File: src/rtl/uart.sv
// ---------------------------------------------------------------------------
// uart -- full-duplex 8N1 UART transceiver
//
// One transmitter and one receiver share the system clock and a fixed bit
// period of CLKS_PER_BIT clocks (80 MHz / 694 is about 115200 baud). Frames
// are 1 start bit (0), 8 data bits LSB first, 1 stop bit (1), no parity.
//
// Parameters
//   CLKS_PER_BIT   system clocks per serial bit, 4 or more
//
// Ports
//   i_Clock        system clock, rising edge
//   i_Reset        synchronous active-high reset
//   i_Start        transmit request, only looked at while busy = 0
//   i_Data[7:0]    byte to transmit, captured when i_Start is accepted
//   o_TX           serial output, idles high
//   i_RX           serial input, asynchronous to i_Clock, idles high
//   o_Received     one-cycle strobe, a freshly received byte is on o_Data
//   o_Data[7:0]    last correctly framed byte, held until the next one
//   busy           transmitter is sending a frame
//   sample_point   one-cycle debug strobe at every receiver sample instant
//
// Optional feature macro
//   UART_RX_SYNC_EN  when defined, i_RX goes through a two-flop synchroniser
//                    (reset value 1) ahead of the receiver, which adds two
//                    cycles to every receive timing. When undefined, i_RX
//                    feeds the receiver directly (pre-synchronised inputs).
// ---------------------------------------------------------------------------
module uart #(
   parameter int CLKS_PER_BIT = 694
) (
   input  logic       i_Clock,
   input  logic       i_Reset,
   input  logic       i_Start,
   input  logic [7:0] i_Data,
   output logic       o_TX,
   input  logic       i_RX,
   output logic       o_Received,
   output logic [7:0] o_Data,
   output logic       busy,
   output logic       sample_point
);

   localparam int CNT_W = $clog2(CLKS_PER_BIT);
   localparam logic [CNT_W-1:0] BIT_LAST  = CNT_W'(CLKS_PER_BIT - 1);
   localparam logic [CNT_W-1:0] HALF_LAST = CNT_W'((CLKS_PER_BIT >> 1) - 1);

   typedef enum logic [1:0] {
      TX_IDLE,
      TX_START,
      TX_DATA,
      TX_STOP
   } txState_t;

   typedef enum logic [2:0] {
      RX_IDLE,
      RX_START,
      RX_DATA,
      RX_STOP,
      RX_WAIT_IDLE
   } rxState_t;

   // ------------------------------------------------------------------
   // Transmitter
   // ------------------------------------------------------------------
   txState_t         txState_q, txState_d;
   logic [CNT_W-1:0] txCnt_q, txCnt_d;
   logic [2:0]       txBit_q, txBit_d;
   logic [7:0]       txShift_q, txShift_d;
   logic             txOut_q, txOut_d;
   logic             busy_q, busy_d;
   logic             txBitEnd;

   assign txBitEnd = (txCnt_q == BIT_LAST);

   // Next-state logic for the transmitter. The shift register is consumed
   // LSB first, so the bit currently on the line is always txShift[0].
   // o_TX and busy are registered from the next state, which gives the
   // one-cycle start latency and makes busy fall exactly as the stop bit
   // ends.
   always_comb begin
      txState_d = txState_q;
      txCnt_d   = txCnt_q;
      txBit_d   = txBit_q;
      txShift_d = txShift_q;
      case (txState_q)
         TX_IDLE: begin
            txCnt_d = '0;
            if (i_Start) begin
               txShift_d = i_Data;
               txState_d = TX_START;
            end
         end
         TX_START: begin
            if (txBitEnd) begin
               txCnt_d   = '0;
               txBit_d   = 3'd0;
               txState_d = TX_DATA;
            end else begin
               txCnt_d = txCnt_q + CNT_W'(1);
            end
         end
         TX_DATA: begin
            if (txBitEnd) begin
               txCnt_d   = '0;
               txShift_d = {1'b0, txShift_q[7:1]};
               if (txBit_q == 3'd7) begin
                  txState_d = TX_STOP;
               end else begin
                  txBit_d = txBit_q + 3'd1;
               end
            end else begin
               txCnt_d = txCnt_q + CNT_W'(1);
            end
         end
         TX_STOP: begin
            if (txBitEnd) begin
               txCnt_d   = '0;
               txState_d = TX_IDLE;
            end else begin
               txCnt_d = txCnt_q + CNT_W'(1);
            end
         end
         default: begin
            txCnt_d   = '0;
            txState_d = TX_IDLE;
         end
      endcase

      case (txState_d)
         TX_START: txOut_d = 1'b0;
         TX_DATA:  txOut_d = txShift_d[0];
         default:  txOut_d = 1'b1;
      endcase
      busy_d = (txState_d != TX_IDLE);
   end

   // Transmitter registers; reset drops any frame in flight and parks the
   // line high.
   always_ff @(posedge i_Clock) begin
      if (i_Reset) begin
         txState_q <= TX_IDLE;
         txCnt_q   <= '0;
         txBit_q   <= 3'd0;
         txShift_q <= 8'h00;
         txOut_q   <= 1'b1;
         busy_q    <= 1'b0;
      end else begin
         txState_q <= txState_d;
         txCnt_q   <= txCnt_d;
         txBit_q   <= txBit_d;
         txShift_q <= txShift_d;
         txOut_q   <= txOut_d;
         busy_q    <= busy_d;
      end
   end

   assign o_TX = txOut_q;
   assign busy = busy_q;

   // ------------------------------------------------------------------
   // Receiver input path
   // ------------------------------------------------------------------
   logic rxIn;

`ifdef UART_RX_SYNC_EN
   logic [1:0] rxSync_q;

   // Two-flop synchroniser for the asynchronous serial input. It resets to
   // the idle level so that reset never looks like a start bit.
   always_ff @(posedge i_Clock) begin
      if (i_Reset) begin
         rxSync_q <= 2'b11;
      end else begin
         rxSync_q <= {rxSync_q[0], i_RX};
      end
   end

   assign rxIn = rxSync_q[1];
`else
   assign rxIn = i_RX;
`endif

   // ------------------------------------------------------------------
   // Receiver
   // ------------------------------------------------------------------
   rxState_t         rxState_q, rxState_d;
   logic [CNT_W-1:0] rxCnt_q, rxCnt_d;
   logic [2:0]       rxBit_q, rxBit_d;
   logic [7:0]       rxShift_q, rxShift_d;
   logic             rxValid_q, rxValid_d;
   logic [7:0]       rxData_q, rxData_d;
   logic             rxSample;

   // Next-state logic for the receiver. The start bit is re-checked half a
   // bit after the falling edge, which centres every later sample in its
   // bit. The sample strobe depends only on state and counter, so it also
   // fires for the start check that rejects a glitch. After a good stop
   // sample we drop back to IDLE mid stop bit so that a back-to-back start
   // edge is not missed; after a bad one we wait for the line to go high.
   always_comb begin
      rxState_d = rxState_q;
      rxCnt_d   = rxCnt_q;
      rxBit_d   = rxBit_q;
      rxShift_d = rxShift_q;
      rxData_d  = rxData_q;
      rxValid_d = 1'b0;
      rxSample  = 1'b0;
      case (rxState_q)
         RX_IDLE: begin
            rxCnt_d = '0;
            if (!rxIn) begin
               rxState_d = RX_START;
            end
         end
         RX_START: begin
            if (rxCnt_q == HALF_LAST) begin
               rxSample  = 1'b1;
               rxCnt_d   = '0;
               rxBit_d   = 3'd0;
               rxState_d = rxIn ? RX_IDLE : RX_DATA;
            end else begin
               rxCnt_d = rxCnt_q + CNT_W'(1);
            end
         end
         RX_DATA: begin
            if (rxCnt_q == BIT_LAST) begin
               rxSample  = 1'b1;
               rxCnt_d   = '0;
               rxShift_d = {rxIn, rxShift_q[7:1]};
               if (rxBit_q == 3'd7) begin
                  rxState_d = RX_STOP;
               end else begin
                  rxBit_d = rxBit_q + 3'd1;
               end
            end else begin
               rxCnt_d = rxCnt_q + CNT_W'(1);
            end
         end
         RX_STOP: begin
            if (rxCnt_q == BIT_LAST) begin
               rxSample = 1'b1;
               rxCnt_d  = '0;
               if (rxIn) begin
                  rxValid_d = 1'b1;
                  rxData_d  = rxShift_q;
                  rxState_d = RX_IDLE;
               end else begin
                  rxState_d = RX_WAIT_IDLE;
               end
            end else begin
               rxCnt_d = rxCnt_q + CNT_W'(1);
            end
         end
         RX_WAIT_IDLE: begin
            rxCnt_d = '0;
            if (rxIn) begin
               rxState_d = RX_IDLE;
            end
         end
         default: begin
            rxCnt_d   = '0;
            rxState_d = RX_IDLE;
         end
      endcase
   end

   // Receiver registers; the received byte and its strobe are registered so
   // they appear together in the cycle after the stop sample.
   always_ff @(posedge i_Clock) begin
      if (i_Reset) begin
         rxState_q <= RX_IDLE;
         rxCnt_q   <= '0;
         rxBit_q   <= 3'd0;
         rxShift_q <= 8'h00;
         rxValid_q <= 1'b0;
         rxData_q  <= 8'h00;
      end else begin
         rxState_q <= rxState_d;
         rxCnt_q   <= rxCnt_d;
         rxBit_q   <= rxBit_d;
         rxShift_q <= rxShift_d;
         rxValid_q <= rxValid_d;
         rxData_q  <= rxData_d;
      end
   end

   assign o_Received   = rxValid_q;
   assign o_Data       = rxData_q;
   assign sample_point = rxSample;

endmodule

File: config.mk
export PLATFORM = sky130hd
export DESIGN_NAME = uart
export DESIGN_NICKNAME = d
export VERILOG_FILES = /design/src/rtl/uart.sv
export SDC_FILE = /design/constraint.sdc
export NUM_CORES = 1
export LEC_CHECK = 0
export CORE_MARGIN = 5
export CORE_UTILIZATION = 50
export CTS_BUF_LIST = sky130_fd_sc_hd__clkbuf_4 sky130_fd_sc_hd__clkbuf_8 sky130_fd_sc_hd__clkbuf_16
export DETAILED_ROUTE_END_ITERATION = 8
export PLACE_DENSITY_LB_ADDON = 0.2
export SYNTH_ARGS = -nofsm -noshare
export SYNTH_HDL_FRONTEND = slang
export SYNTH_SLANG_ARGS = --single-unit
File: constraint.sdc
create_clock -name i_Clock -period 4.1 [get_ports i_Clock]
set_input_delay 0.41 -clock i_Clock [delete_from_list [all_inputs] [get_ports i_Clock]]
set_output_delay 0.41 -clock i_Clock [all_outputs]
set_load 0.05 [all_outputs]
=== After elaboration in Yosys (flattened, before gate mapping) ===
Cells that the tools add are included.

* Flip-flop bits (word level): 58
* Output and inout port bits: 12
* Word-level logic and storage cells: 95

* $add $sub $neg: 4
* Equal/unequal tests: 25
* Multiplexer cells: 36
* Bitwise gates (word level): 2
* Reduce and logical (&&, ||, !) cells: 15

{| class="wikitable"
|+ Operator list
! operator !! count
|-
| $pmux W10 S2 || 2
|-
| $mux W3 || 13
|-
| $mux W10 || 3
|-
| $ne A2 B2 Y1 const B || 11
|-
| $add A10 B1 Y10 const B || 2
|-
| $eq A10 B10 Y1 const B || 2
|-
| $mux W8 || 2
|-
| $pmux W8 S2 || 1
|-
| $pmux W3 S5 || 1
|-
| $mux W2 || 6
|-
| $pmux W3 S2 || 2
|-
| $eq A10 B9 Y1 const B || 1
|-
| $eq A3 B3 Y1 const B || 3
|-
| $pmux W2 S4 || 1
|-
| $reduce_and A4 Y1 || 2
|-
| $reduce_bool A2 Y1 || 4
|-
| $add A3 B1 Y3 const B || 2
|-
| $eq A2 B2 Y1 const B || 3
|-
| $eq A3 B2 Y1 const B || 2
|-
| $reduce_and A3 Y1 || 2
|-
| $reduce_and A6 Y1 || 1
|-
| $reduce_or A3 Y1 || 2
|-
| $eq A2 B1 Y1 const B || 2
|-
| $pmux W1 S2 || 2
|-
| other kinds (7) || 10
|}

=== Logic depth before layout (Yosys ltp) ===
Gate-level depths: netlist of run 1.

* Word-level depth: 6
* Depth in mapped cells: 8
* Depth with buffers taken out: 6

=== Worst setup path after synthesis of run 1 ===
OpenSTA, ideal clock, no wires.

* Kind: reg2out
* Start: register rxCnt_q[0]
* End: output sample_point
* Arrival time: 2.229 ns
* Path slack: 1.461 ns
* Stages on the path, launching flop included: 6
* Path buffers: 0
* Path through: dfxtp_1 ha_1 nand4b_1 nor3_1 inv_1 o21ai_0

* Longest elaborated chain between the ends: 3
* Elaborated cells between the ends (all ways): 5
* Classes of those cells: eq/ne: 2; mux: 3

{| class="wikitable"
|+ Ends and longest elaborated chain
! element !! RTL line !! source
|-
| from (decl) || 188 || <nowiki>logic [CNT_W-1:0] rxCnt_q, rxCnt_d;</nowiki>
|-
| from (signal assigned) || 280 || <nowiki>rxCnt_q <= rxCnt_d;</nowiki>
|-
| $eq A10 B10 Y1 / $eq A10 B9 Y1 (equally long branches) || 227, 241, 217 ||
|-
| $mux W1, on equally long branches || 227, 241, 217 ||
|-
| $pmux W1 S2 (*) || 209 || <nowiki>case (rxState_q)</nowiki>
|-
| to (decl) || 41 || <nowiki>output logic sample_point</nowiki>
|}

Mark *: on every way between the ends. The rest lies on a longest branch, timed or not.

=== Worst setup path after layout of run 1 ===
Same ends and word-level chain as after synthesis.

==> metrics.txt, run 1 <==
outcome=complete, no violations; post-CTS resize count=0; min-delay worst type=flop to flop; share of the synthesized area in the top cell type=0.4413; max_cap viols=0; Sink Count=58; Worst path top cell family by delay=buffers and inverters; most frequent cells in the layout=58 x dfxtp_1, 46 x nor2_1, 23 x clkdlybuf4s50_1, 19 x mux2i_1, 14 x nand2_1; Die Area=6814 um^2; FF-to-FF Start=rxCnt_q[0]$_SDFF_PP0_; CTS buffer count=9; share of cells above drive strength 1=0.08738; power per cell area=387.9 nW/um^2; startpoint class of the critical path=flop; DRT Wirelength=4958 um; Crit Path Class=flop to primary output; CORE AREA=5107 um^2; hold path start=txShift_q[4]$_SDFFE_PP0P_; Worst Max-Slew Pin Slew=969.2 ps; drt wl/cell=13.08 um; Power Total=1.209 mW; initial antenna violation count=0; P&R area growth vs syn=18.45%; overall routing resource usage=0.1677; FP Rows=26; EDFF count, synth=0; Initial Utilization=0.5152; number of global-route vias before repair=1920; crit-path max FO=6; CTS tree=yes; drc violations=0; largest net degree at the start of global routing=26; final slew viol count=0; Worst Path Buf+Inv=2; Rel. slew slack=0.3524; Seq cells post-synth=58; Post-synth ARST share=0; crit end category=primary output; RD Place Congestion=0.8009; first-pass GRT wire length=8583 um; top post-synthesis cells by area=dfxtp_1 44%, mux2i_1 7.2%, nor2_1 6.6%; Routed Antenna Nets=0; Reg clk slew, reported paths=70 ps; post-DP HPWL=3369 um; worst-case clock buffer depth=2; post-synthesis cell type count=50; Via density=5.322; fmax=320.7 MHz; Root Buffer=clkbuf_8; Nets=325; Worst Path Arrival=2710 ps; clk_lat worst skew=330 ps; min cycle time layout=3119 ps; Die Ht=82.55 um; RSZ-0062 raised after global routing=false; Final Core Density=0.6102; Clock Skews=12.05 ps; Die W=82.55 um; Lkg Pwr=1.117 nW; slowest cell on the critical path=clkdlybuf4s50_1; largest stage delay on the critical path=850 ps; setup_tns=0 ps; Worst EP required=3690 ps; global route overflow=0; Hold Violations, Final=0; crit path from=rxCnt_q[0]$_SDFF_PP0_; H-tree depth=3; crit-path cells=ha_1 -> nand4b_1 -> nor3_1 -> inv_1 -> o21ai_0 -> clkdlybuf4s50_1; most common cell after layout, fill and taps aside=dfxtp_1; Yosys top cell by area=dfxtp_1; final setup fails=0; I/O Buffers=23; Seq/Total Area, Yosys=0.4413; IO Pins=24; post-CTS setup buffers=0; final worst path period share=0.7606; Pre-Repair DR Iteration Count=4; hold_buf cts=0; Net Count, Synth=302; post-synthesis cell count=281; worst vdd ir=0.2399 mV; Via Count=2017; top_reg_cell synth=dfxtp_1; number of synthesis warnings=0; Starting DRT DRC Count=89; Mapped Area=2631 um^2; # diodes=0; syn_area_per_cell=9.364 um^2
## worst paths after layout
kind                            cells past startpoint  slack (ps)                         to
worst min-delay path                                2         460  txShift_q[4]$_SDFFE_PP0P_
worst max-delay path                                6         980               sample_point
worst min register to register                      2         460  txShift_q[4]$_SDFFE_PP0P_
worst max register to register                      5        2110     o_Data[7]$_SDFFE_PP0P_
## state kept, by name (all words and copies together), names as in the netlist
signal	flops
txState_q	2
txBit_q	3
o_TX	1
txCnt_q	10
busy	1
rxShift_q	8
txShift_q	8
o_Data	8
rxState_q	3
rxCnt_q	10
rxBit_q	3
o_Received	1
## kinds of logic after synthesis
kind of cell	synth area share
xor gates and xnor gates	0.05326
DFF	0.4413
AOI/OAI and AO/OA	0.1065
muxes	0.07798
and+or+nand+nor	0.2368
buffers and inverters	0.04137
adders and majority gates	0.04280
## layer usage
metal / wire length [um] / up-vias / GRT usage
li1: - / 1038 / -
met1: 2323 / 946 / 0.2017
met2: 2383 / 27 / 0.2636
met3: 181 / 6 / 0.05531
met4: 69 / 0 / 0.09150
met5: 0 / - / 0
## report_power, final
group | total [mW] | switching, mW | leakage, nW | internal [mW]
combinational | 0.0533 | 0.0283 | 0.533 | 0.0250
clock | 0.576 | 0.222 | 0.114 | 0.355
sequential | 0.579 | 0.00701 | 0.470 | 0.572
## synth_stat cells, types with 4 or more instances
library cell and number:
dfxtp_1 58, nor2_1 46, mux2i_1 19, nand2_1 14, a21oi_1 12, inv_1 10
clkbuf_1 9, ha_1 9, xnor2_1 8, xor2_1 8, nand3_1 7, nor3_1 7
a22oi_1 6, nand4_1 5, nand2b_1 4, nor2b_1 4, nor3b_1 4
## final cells by class
type | count | area, um^2
Fill cell | 462 | 1991
Clock buffer | 11 | 138.9
Inverter | 10 | 37.54
Tap cell | 70 | 87.58
Multi-Input combinational cell | 200 | 1368
Sequential cell | 58 | 1161
Clock inverter | 5 | 78.83
Timing Repair Buffer | 25 | 245.2
## worst register-to-register path, stage by stage (launching register included)
cell      delay (ps)
dfxtp_1          410
ha_1             180
nand4b_1         240
nor4_4           740
mux2i_1          270
nor2_1            50
## stage by stage
stage	cell area, um^2	hold slack, ps	instances	setup WS (ps)
detailed placement	2899	451.2	363	1359
floorplan	2631	436.0	281	1461
global placement	2899	444.5	363	1380
CTS	3117	461.3	379	977.0
global route	3117	479.7	379	732.8
finish	3117	457.8	379	981.5
No activity file was read; power rests on OpenSTA's default activity.
==> run 2, diff against run 1 <==
==> constraint.sdc (replaced) <==
create_clock -name i_Clock -period 3.2 [get_ports i_Clock]
set_input_delay 0.32 -clock i_Clock [delete_from_list [all_inputs] [get_ports i_Clock]]
set_output_delay 0.32 -clock i_Clock [all_outputs]
set_load 0.05 [all_outputs]
==> metrics.txt, run 2 (synthesized netlist as in run 1, its figures left out) <==
Worst Max-Slew Pin Slew=752.7 ps (was 969.2 ps); Worst R2R Path Depth=5 (unchanged); post-CTS setup buffers=0 (unchanged); Levels on crit path=4 (was 6); CORE AREA=5107 um^2 (unchanged); RD Place Congestion=0.7901 (was 0.8009); Worst Path Arrival=2270 ps (was 2710 ps); Routed Antenna Nets=0 (unchanged); post-DP HPWL=3330 um (was 3369 um); sw frac=0.2327 (was 0.2125); CTS tree=yes (unchanged); initial antenna violation count=0 (unchanged); crit-path max FO=9 (was 6); hold path start=txShift_q[3]$_SDFFE_PP0P_ (was txShift_q[4]$_SDFFE_PP0P_); first-pass GRT wire length=8473 um (was 8583 um); r2r setup slk=1210 ps (was 2110 ps); P&R area growth vs syn=17.21% (was 18.45%); drc violations=0 (unchanged); largest registers=rxCnt_q (10), txCnt_q (10) (unchanged); Root Buffer=clkbuf_8 (unchanged); Die Area=6814 um^2 (unchanged); DRT Wirelength=4908 um (was 4958 um); Worst path top cell family by delay=simple AND/OR/NAND/NOR gates (was buffers and inverters); Nets=326 (was 325); setup_tns=0 ps (unchanged); Hold Violations, Final=0 (unchanged); Hold Path Stages=2 (unchanged); Starting DRT DRC Count=71 (was 89); Lkg Pwr=1.115 nW (was 1.117 nW); Via density=5.282 (was 5.322); final slew viol count=0 (unchanged); power share of the sequential group=0.531 (was 0.479); Rel. slew slack=0.4944 (was 0.3524); Via Count=2007 (was 2017); Worst Path Buf+Inv=1 (was 2); Die Ht=82.55 um (unchanged); most frequent cells in the layout=58 x dfxtp_1, 46 x nor2_1, 22 x clkdlybuf4s50_1, 19 x mux2i_1, 14 x nand2_1 (was 58 x dfxtp_1, 46 x nor2_1, 23 x clkdlybuf4s50_1, 19 x mux2i_1, 14 x nand2_1); CTS buffer count=9 (unchanged); drt wl/cell=12.92 um (was 13.08 um); power per cell area=453.0 nW/um^2 (was 387.9 nW/um^2); min-delay worst type=flop to flop (unchanged); Switch Pwr=0.3251 mW (was 0.2569 mW); FP Rows=26 (unchanged); worst-case clock buffer depth=2 (unchanged); share of cells above drive strength 1=0.09032 (was 0.08738); number of global-route vias before repair=1930 (was 1920); outcome=complete, no violations (unchanged); FF-to-FF Start=rxCnt_q[0]$_SDFF_PP0_ (unchanged); r2r endpoint=o_Data[1]$_SDFFE_PP0P_ (was o_Data[7]$_SDFFE_PP0P_); I/O Buffers=23 (unchanged); Reg clk slew, reported paths=70 ps (about the same); Crit Path Class=flop to primary output (unchanged); slowest cell on the critical path=or4_4 (was clkdlybuf4s50_1); Pre-Repair DR Iteration Count=4 (unchanged); H-tree depth=3 (unchanged); RSZ-0062 raised after global routing=false (unchanged); Initial Utilization=0.5152 (unchanged); FILL cells=464 (was 462); crit end category=primary output (unchanged); combinational share of power=0.050 (was 0.044); min cycle time layout=2589 ps; startpoint class of the critical path=flop (unchanged); clk_lat worst skew=340 ps (was 330 ps); max_cap viols=0 (unchanged); fmax=386.2 MHz; final setup fails=0 (unchanged); worst hold endpoint=txShift_q[3]$_SDFFE_PP0P_ (was txShift_q[4]$_SDFFE_PP0P_); Sink Count=58 (unchanged); # diodes=0 (unchanged); Worst EP required=2880 ps (was 3690 ps); most common cell after layout, fill and taps aside=dfxtp_1 (unchanged); Power Total=1.397 mW (was 1.209 mW); Die W=82.55 um (unchanged); global route overflow=0 (unchanged); Clock Skews=8.295 ps (was 12.05 ps); worst vdd ir=0.3026 mV (was 0.2399 mV); crit-path cells=or3b_1 -> or4_4 -> o21ai_0 -> dlymetal6s2s_1 (was ha_1 -> nand4b_1 -> nor3_1 -> inv_1 -> o21ai_0 -> clkdlybuf4s50_1); IO Pins=24 (unchanged); final worst path period share=0.8092; largest net degree at the start of global routing=31 (was 26); largest stage delay on the critical path=550 ps (was 850 ps); overall routing resource usage=0.1653 (was 0.1677); internal power=1.072 mW (was 0.9520 mW); clock power share=0.419 (was 0.477)
## run 2: cell count changes in the layout (fill, tap and decap cells not counted), sizes merged
cell | before | now
bufinv | 2 | 0
clkinvlp | 0 | 2
buf | 2 | 3
clkdlybuf4s50 | 23 | 22
dlymetal6s2s | 0 | 1
## run 2: worst register-to-register path, stage by stage (launching register included)
cell	delay, ps
dfxtp_1	400
ha_1	170
nand4b_1	240
nor4_4	750
mux2i_1	270
nor2_1	50
## run 2: cell type report
class / count / area (um^2) / area share
clock buffer: 11 / 145.1 / 0.04706
clock inverter: 5 / 30.03 / 0.009736
inverter: 10 / 37.54 / 0.01217
multi-input combinational: 200 / 1368 / 0.4434
sequential: 58 / 1161 / 0.3765
tap: 70 / 87.58 / 0.02840
timing repair buffer: 26 / 255.2 / 0.08276
## run 2: through the flow
stage	instances	setup WS [ps]	hold slack, ps	area, um^2	util
after floorplan	281	651.1	398.9	2631	-
after global placement	364	566.7	443.3	2907	0.5691
after detailed placement	364	595.6	448.2	2907	0.5691
after CTS	380	205.6	457.6	3082	0.6034
after global routing	380	366.4	482.9	3084	0.6039
final	380	610.6	456.9	3084	0.6039
## run 2: power by group through the flow
stage	clock (mW)	combinational, mW	sequential (mW)
final	0.585	0.0698	0.743
after global routing	0.639	0.0769	0.743
after CTS	0.604	0.0704	0.742
after detailed placement	0	0.0699	0.758
after global placement	0	0.0698	0.758
after floorplan	0	0.0413	0.760
## run 2: timing repair
action | 4_1_cts | 5_1_grt
gates resized for setup | 0 | 1
hold buffers | 0 | 0
setup endpoints to repair | 0 | 1
## run 2: routing by layer
layer,vias to the layer above,part of all wire,global-route usage
li1,1039,-,-
met1,924,0.47,0.1981
met2,31,0.46,0.2548
met3,13,0.045,0.05423
met4,0,0.026,0.1029
met5,-,0,0
## run 2: how the worst max path moves through the flow
stage / start / endpoint / slack (ps)
global route: rxCnt_q[0]$_SDFF_PP0_ / sample_point / 370
floorplan: rxCnt_q[0]$_SDFF_PP0_ / sample_point / 650
global placement: rxCnt_q[0]$_SDFF_PP0_ / sample_point / 570
CTS: rxState_q[0]$_SDFFE_PP0P_ / sample_point / 210
detailed placement: rxState_q[0]$_SDFFE_PP0P_ / sample_point / 600
finish: rxState_q[0]$_SDFFE_PP0P_ / sample_point / 610
==> run 3, diff against run 2 <==
==> constraint.sdc (replaced) <==
create_clock -name i_Clock -period 2.14 [get_ports i_Clock]
set_input_delay 0.214 -clock i_Clock [delete_from_list [all_inputs] [get_ports i_Clock]]
set_output_delay 0.214 -clock i_Clock [all_outputs]
set_load 0.05 [all_outputs]
==> metrics.txt, run 3 (synthesized netlist as in run 1, its figures left out) <==
slowest cell on the critical path=or4_4 (unchanged); Worst Path Arrival=1910 ps (was 2270 ps); DRT Wirelength=4854 um (was 4908 um); share of cells above drive strength 1=0.1356 (was 0.09032); initial antenna violation count=0 (unchanged); Root Buffer=clkbuf_8 (unchanged); Worst Max-Slew Pin Slew=512.9 ps (was 752.7 ps); largest stage delay on the critical path=580 ps (was 550 ps); CTS tree=yes (unchanged); CORE AREA=5107 um^2 (unchanged); IO Pins=24 (unchanged); design area=3197 um^2 (was 3084 um^2); Initial Utilization=0.5152 (unchanged); Sink Count=58 (unchanged); I/O Buffers=23 (unchanged); fmax=471.7 MHz; min cycle time layout=2120 ps; overall routing resource usage=0.1597 (was 0.1653); Pre-Repair DR Iteration Count=4 (unchanged); crit-path cells=or3_4 -> or4_4 -> o21ai_4 -> buf_12 (was or3b_1 -> or4_4 -> o21ai_0 -> dlymetal6s2s_1); global route overflow=0 (unchanged); power per cell area=661.7 nW/um^2 (was 453.0 nW/um^2); Placed Area=2952 um^2 (was 2907 um^2); drt wl/cell=12.54 um (was 12.92 um); FP Rows=26 (unchanged); most common cell after layout, fill and taps aside=dfxtp_1 (unchanged); most frequent cells in the layout=53 x dfxtp_1, 46 x nor2_1, 22 x clkdlybuf4s50_1, 19 x mux2i_1, 14 x nand2_1 (was 58 x dfxtp_1, 46 x nor2_1, 22 x clkdlybuf4s50_1, 19 x mux2i_1, 14 x nand2_1); post-DP HPWL=3330 um (about the same); Worst EP required=1930 ps (was 2880 ps); Nets=333 (was 326); startpoint class of the critical path=flop (unchanged); first-pass GRT wire length=8286 um (was 8473 um); final worst setup slack=20.09 ps (was 610.6 ps); clk_lat worst skew=340 ps (about the same); Reg clk slew, reported paths=70 ps (about the same); final worst path period share=0.9906; Starting DRT DRC Count=71 (unchanged); outcome=complete, no violations (unchanged); Via density=5.248 (was 5.282); RSZ-0062 raised after global routing=true (was false); final setup fails=0 (unchanged); Via Count=2031 (was 2007); drc violations=0 (unchanged); final slew viol count=0 (unchanged); # diodes=0 (unchanged); crit-path max FO=4 (was 9); number of global-route vias before repair=1900 (was 1930); Crit Path Class=flop to primary output (unchanged); Die Ht=82.55 um (unchanged); worst-case clock buffer depth=2 (unchanged); CTS buffer count=9 (unchanged); Routed Antenna Nets=0 (unchanged); min-delay worst type=input port to flop (was flop to flop); H-tree depth=3 (unchanged); Lkg Pwr=1.140 nW (was 1.115 nW); max_cap viols=0 (unchanged); P&R area growth vs syn=21.49% (was 17.21%); Clock Skews=4.872 ps (was 8.295 ps); pre-CTS WS=212.6 ps (was 595.6 ps); Rel. slew slack=0.6536 (was 0.4944); Die W=82.55 um (unchanged); Die Area=6814 um^2 (unchanged); Hold Violations, Final=0 (unchanged); worst vdd ir=0.5562 mV (was 0.3026 mV); crit end category=primary output (unchanged); largest net degree at the start of global routing=31 (unchanged); RD Place Congestion=0.7888 (was 0.7901); largest registers=rxCnt_q (10), txCnt_q (10) (unchanged)
-- run 3: final timing paths --
check,startpoint,to,slack [ps],cells past startpoint
worst max-delay path,rxCnt_q[5]$_SDFF_PP0_,sample_point,20,4
worst min register to register,txShift_q[6]$_SDFFE_PP0P_,txShift_q[6]$_SDFFE_PP0P_,460,2
worst min-delay path,i_Data[7],txShift_q[7]$_SDFFE_PP0P_,430,3
worst max register to register,rxCnt_q[0]$_SDFF_PP0_,rxBit_q[0]$_SDFFE_PP0P_,180,7
-- run 3: power by group --
part	internal (mW)	total [mW]	switching, mW
Sequential	1.09	1.11	0.0136
Combinational	0.0507	0.105	0.0547
Clock	0.450	0.904	0.454
-- run 3: layer usage --
layer	up-vias	track usage	wire length (um)	share of wire
met5	-	0	0	0
met4	0	0.07353	102	0.021
met3	11	0.05531	224	0.046
met2	27	0.2452	2171	0.45
met1	942	0.2011	2356	0.49
li1	1051	-	-	-
-- run 3: worst max-delay path, delay by kind of cell (launching register included) --
family	cells	cell delay [ps]
and+or+nand+nor	2	970
DFF	1	350
buffers and inverters	1	150
AOI/OAI and AO/OA	1	100
-- run 3: layout make-up --
| class | instances | area, um^2 |
|---|---|---|
| multi-input cells | 200 | 1388 |
| inverters | 10 | 37.54 |
| fillers | 456 | 1911 |
| well taps | 70 | 87.58 |
| repair buffers | 33 | 327.8 |
| clock inverters | 6 | 41.29 |
| flip-flops and latches | 58 | 1177 |
| clock buffers | 10 | 137.6 |
-- run 3: per-stage QoR --
step	hold WS [ps]	power, mW	TNS, ps	util	std cells
3_3_place_gp	443.7	1.239	0	0.5779	367
2_1_floorplan	292.9	1.199	0	-	281
5_1_grt	439.7	2.214	-32.13	0.6259	387
3_5_place_dp	449.0	1.240	0	0.5779	367
6_report	429.6	2.115	0	0.6259	387
4_1_cts	413.0	2.150	0	0.6171	384
-- run 3: what timing repair did --
action	4_1_cts	5_1_grt
resized for setup	6	7
pin swaps	0	1
setup endpoints to repair	1	1
hold buffers	0	0
setup buffers	1	3
